File: src/rtl/lap_pkg.sv
// Shared types and constants for the sequence datapath.
// Holds the base codes, the packed-word geometry and the packer FSM states.
package lap_pkg;

  localparam int BASE_W         = 2;
  localparam int WORD_W         = 32;
  localparam int BASES_PER_WORD = WORD_W / BASE_W;
  localparam int CNT_W          = 5;

  typedef enum logic [BASE_W-1:0] {
    A = 2'd0,
    C = 2'd1,
    G = 2'd2,
    T = 2'd3
  } base_t;

  typedef enum logic {
    FILL = 1'b0,
    HOLD = 1'b1
  } pk_state_t;

  typedef struct packed {
    logic [WORD_W-1:0] data;
    logic [CNT_W-1:0]  count;
    logic              last;
  } word_t;

  // A base moved into its slot of an otherwise zero word.
  function automatic logic [WORD_W-1:0] place_base(input logic [BASE_W-1:0] b,
                                                   input logic [CNT_W-1:0]  slot);
    return WORD_W'(b) << {slot[3:0], 1'b0};
  endfunction

endpackage

File: src/rtl/seq_packer_obuf.sv
// Output holding register of the packer plus its valid/ready stall terms.
// SEQ_PACKER_PARITY_EN adds a registered XOR parity of the held word.
module seq_packer_obuf
  import lap_pkg::*;
(
  input  logic              clk,
  input  logic              rst_n,
  input  logic              hold,
  input  logic              load,
  input  logic              word_ready,
  input  logic [WORD_W-1:0] ld_data,
  input  logic [CNT_W-1:0]  ld_count,
  input  logic              ld_last,
  output logic              base_ready,
  output logic              word_xfer,
  output logic              word_valid,
  output logic [WORD_W-1:0] word_data,
  output logic [CNT_W-1:0]  word_count,
  output logic              word_last
`ifdef SEQ_PACKER_PARITY_EN
  ,
  output logic              word_parity
`endif
);

  word_t wreg;

  // A full buffer can still take a base if it empties in the same cycle.
  assign base_ready = !hold || word_ready;
  assign word_xfer  = hold && word_ready;
  assign word_valid = hold;

  always_ff @(posedge clk or negedge rst_n) begin
    if (!rst_n) begin
      wreg <= '0;
    end else if (load) begin
      wreg <= '{data: ld_data, count: ld_count, last: ld_last};
    end
  end

  assign word_data  = wreg.data;
  assign word_count = wreg.count;
  assign word_last  = wreg.last;

`ifdef SEQ_PACKER_PARITY_EN
  always_ff @(posedge clk or negedge rst_n) begin
    if (!rst_n)    word_parity <= 1'b0;
    else if (load) word_parity <= ^ld_data;
  end
`endif

endmodule

File: src/rtl/seq_packer.sv
// Packs 2-bit base codes LSB-first into 32-bit words; base_last flushes a
// zero-padded partial word. Optional parity output: SEQ_PACKER_PARITY_EN.
module seq_packer
  import lap_pkg::*;
(
  input  logic              clk,
  input  logic              rst_n,
  input  logic              base_valid,
  output logic              base_ready,
  input  logic [BASE_W-1:0] base_data,
  input  logic              base_last,
  output logic              word_valid,
  input  logic              word_ready,
  output logic [WORD_W-1:0] word_data,
  output logic [4:0]        word_count,
  output logic              word_last
`ifdef SEQ_PACKER_PARITY_EN
  ,
  output logic              word_parity
`endif
);

  pk_state_t         state, state_nxt;
  logic [WORD_W-1:0] acc;
  logic [CNT_W-1:0]  fill_cnt;
  logic              base_xfer, word_xfer, complete;
  logic [WORD_W-1:0] new_word;

  assign base_xfer = base_valid && base_ready;
  assign complete  = base_xfer && (base_last || fill_cnt == CNT_W'(BASES_PER_WORD - 1));
  // acc is cleared on every completion, so slots above fill_cnt are already zero.
  assign new_word  = acc | place_base(base_data, fill_cnt);

  always_ff @(posedge clk or negedge rst_n) begin
    if (!rst_n) begin
      acc      <= '0;
      fill_cnt <= '0;
    end else if (complete) begin
      acc      <= '0;
      fill_cnt <= '0;
    end else if (base_xfer) begin
      acc      <= new_word;
      fill_cnt <= fill_cnt + 1'b1;
    end
  end

  always_ff @(posedge clk or negedge rst_n) begin
    if (!rst_n) state <= FILL;
    else        state <= state_nxt;
  end

  always_comb begin
    state_nxt = state;
    case (state)
      FILL: if (complete) state_nxt = HOLD;
      HOLD: begin
        if (complete)       state_nxt = HOLD;
        else if (word_xfer) state_nxt = FILL;
      end
      default: state_nxt = FILL;
    endcase
  end

  seq_packer_obuf u_obuf (
    .clk        (clk),
    .rst_n      (rst_n),
    .hold       (state == HOLD),
    .load       (complete),
    .word_ready (word_ready),
    .ld_data    (new_word),
    .ld_count   (fill_cnt + 1'b1),
    .ld_last    (base_last),
    .base_ready (base_ready),
    .word_xfer  (word_xfer),
    .word_valid (word_valid),
    .word_data  (word_data),
    .word_count (word_count),
    .word_last  (word_last)
`ifdef SEQ_PACKER_PARITY_EN
    ,
    .word_parity(word_parity)
`endif
  );

endmodule
File: config.mk
export PLATFORM = sky130hd
export DESIGN_NAME = seq_packer
export DESIGN_NICKNAME = d
export VERILOG_FILES = /design/src/rtl/lap_pkg.sv /design/src/rtl/seq_packer_obuf.sv /design/src/rtl/seq_packer.sv
export SDC_FILE = /design/constraint.sdc
export NUM_CORES = 1
export LEC_CHECK = 0
export ABC_CLOCK_PERIOD_IN_PS = 4500
export BUFFER_PORTS_ARGS = -buffer_cell sky130_fd_sc_hd__buf_2
export CAP_MARGIN = 5
export CORE_UTILIZATION = 32
export CTS_BUF_LIST = sky130_fd_sc_hd__clkbuf_8
export DETAILED_ROUTE_END_ITERATION = 10
export PLACE_DENSITY = 0.56
export SYNTH_ARGS = -nofsm -noshare
export SYNTH_HDL_FRONTEND = slang
export SYNTH_SLANG_ARGS = --single-unit
export TNS_END_PERCENT = 10
File: constraint.sdc
create_clock -name clk -period 4.5 [get_ports clk]
set_input_delay 0.45 -clock clk [delete_from_list [all_inputs] [get_ports clk]]
set_output_delay 0.45 -clock clk [all_outputs]
set_load 0.01 [all_outputs]
==> summary.txt <==
routed vias/inst = 5.31
port bufs = 46
top cells by area, synth = dfrtp_1 (58%), a21oi_1 (15%), a31oi_1 (6.1%), nor3_1 (5.0%), clkbuf_1 (2.2%)
P_int = 1.08 mW
Syn Inst Count = 319
antenna-violating nets left = 0
Setup TNS = 0 ns
Design Area, Final = 3700 sq um
Gate power share = 18.8%
sequential cell area fraction in the yosys report = 58.1%
cell area power density = 419 nW/um^2
worst hold path class = in -> async
status = completed
# Max-Cap Violations = 0
Commonest cells post-synth = a21oi_1 (96), dfrtp_1 (76), nor3_1 (33), a31oi_1 (32), clkbuf_1 (19)
WL per Instance = 16.0 um
M1 WL = 3.69 mm
Final WS setup = 1.83 ns
Finished Core Util = 37.5%
CP endpoint kind = flip-flop
Die X-Extent = 103 um
Residual DRC = 0
RSZ-0062 raised after global routing = no
clk sinks = 76
Die Area = 10,600 sq um
Distinct cells, synth = 32
Hold Buf Count CTS = 0
syn nets = 328
largest net degree at the start of global routing = 77
Startpoint Class = flip-flop
dpl hpwl = 4.44 mm
final setup fails = 0
top-count cell post-synth = a21oi_1
Layout Nets = 354
clock latency on the worst-skew pair = 0.34 ns
Synth Register Bits = 76
CTS Buf Count = 9
post-synth top area share = 58.1%
Tot GR Track Use = 15.4%
Max Slew Vio Count = 0
CTS H-tree depth = 3
initial drt markers = 301
Setup Buffers After CTS = 0
wirelength, routed = 7.72 mm
Critical Path AT = 2.89 ns
dpl ws = 1.75 ns
Final min period = 2.67 ns
Tightest Pin Transition = 0.951 ns
# rows = 36
clock share of power = 29.3%
die height = 103 um
total gr overflow = 0
Synth area leader = dfrtp_1
Initial DRT Pass Iterations = 4
worst hold slack = 0.259 ns
n_diodes = 0
Core Region = 9860 sq um
cell total after placement = 467
Cell Area, Placed = 3530 sq um
Starting Density = 33.2%
Setup CP Type = reg -> reg
WL met2 = 3.56 mm
Peak VDD IR = 0.173 mV
switching power = 0.471 mW
initial antenna violation count = 0
GPL Wtd Cong = 0.719
Post-synth EDFFs = 0
Max Root-Sink Buffers = 2
Leak = 1.64 nW
area of the multi-input gates = 1190 sq um
vias post-DR = 2,558
fin crit share = 59.4%
FMAX = 0.374 GHz
top_reg_cell synth = dfrtp_1
Clock transition at path regs = 0.08 ns
area growth from synthesis to layout = 12.9%
YS warnings = 0
CTS tree = built
met3 wire len = 352 um
Max FO, Critical Path = 44
Switching Share = 30.4%
Slew HR = 36.6%
# resized after CTS = 0
Design Power = 1.55 mW
max layer used = met4
fillcell total = 1,008
register area = 1900 sq um
layout cell share with drive strength beyond 1 = 20.1%
vias in the first global route = 2,395
Clock Skews = 0.00916 ns
clock root buffer = clkbuf_8
first-pass GRT wire length = 12.4 mm
Mean Syn Cell Area = 10.3 sq um
sequential power share = 51.9%
Syn Std Cell Area = 3280 sq um
non-filler cells, final = 482
Ports = 47
ys async rst share = 100%
Final Hold Viols = 0
Required @ worst endpoint = 4.72 ns
routing by layer:
metal,track usage (%),vias to the layer above
li1,-,1222
met5,0,-
met1,22.9,1261
met3,2.89,9
met2,22.2,66
met4,5.96,0
path summary, 6_finish.rpt:
path	startpoint	to	slack [ns]	cells past startpoint
setup / recovery	fill_cnt[1]	u_obuf.word_data[0]	1.83	7
hold / removal	rst_n	u_obuf.word_data[13]	0.26	1
setup reg to reg	fill_cnt[1]	u_obuf.word_data[0]	1.83	7
hold reg to reg	fill_cnt[4]	fill_cnt[4]	0.51	1
max in group asynchronous	rst_n	u_obuf.word_data[1]	3.64	1
min in group clk	base_last	u_obuf.word_last	0.36	2
critical path, cell delays in order, from the launching register on:
cell and delay [ns]:
dfrtp_1 0.53, ha_1 0.29, and3_1 0.19, ha_1 0.15
or2_1 0.12, and3_2 0.75, buf_4 0.39, a21oi_1 0.10
final cells by class:
type | instances | share of cell area (%)
inverter | 4 | 0.406
multi-input combinational | 204 | 32.1
clock buffer | 10 | 3.72
sequential | 76 | 51.4
timing repair buffer | 50 | 7.10
tap | 133 | 4.50
clock inverter | 5 | 0.812
cell usage in the layout (no fill, tap or decap), types with 2 or more instances in the layout:
master	instances
a21oi_1	96
a31oi_1	32
and2_1	3
and3_1	3
and3b_1	3
buf_2	45
buf_4	5
clkbuf_8	10
clkinv_2	2
dfrtp_1	76
ha_1	2
inv_1	5
mux2_4	3
mux2i_1	3
nand3_1	3
nor2_1	3
nor2b_1	2
nor3_1	33
nor3b_1	3
o211ai_1	2
power groups by stage:
stage,logic (mW),clock network [mW],registers (mW)
after floorplan,0.163,0,0.836
after global placement,0.294,0,0.818
after detailed placement,0.297,0,0.817
after CTS,0.297,0.472,0.807
after global routing,0.326,0.501,0.817
final,0.292,0.454,0.805
state kept, by name (all words and copies together) (netlist names):
signal             cells
u_obuf.word_count      5
acc                   32
state                  1
u_obuf.word_last       1
fill_cnt               5
u_obuf.word_data      32
logic make-up after synthesis:
family          synth area share (%)
mux                             2.64
compound gates                  22.2
buf+inv                         5.84
flops                           58.1
simple gates                    9.93
xor+xnor                       0.535
fa+ha+maj                      0.764
(Power assumes the default switching activity.)
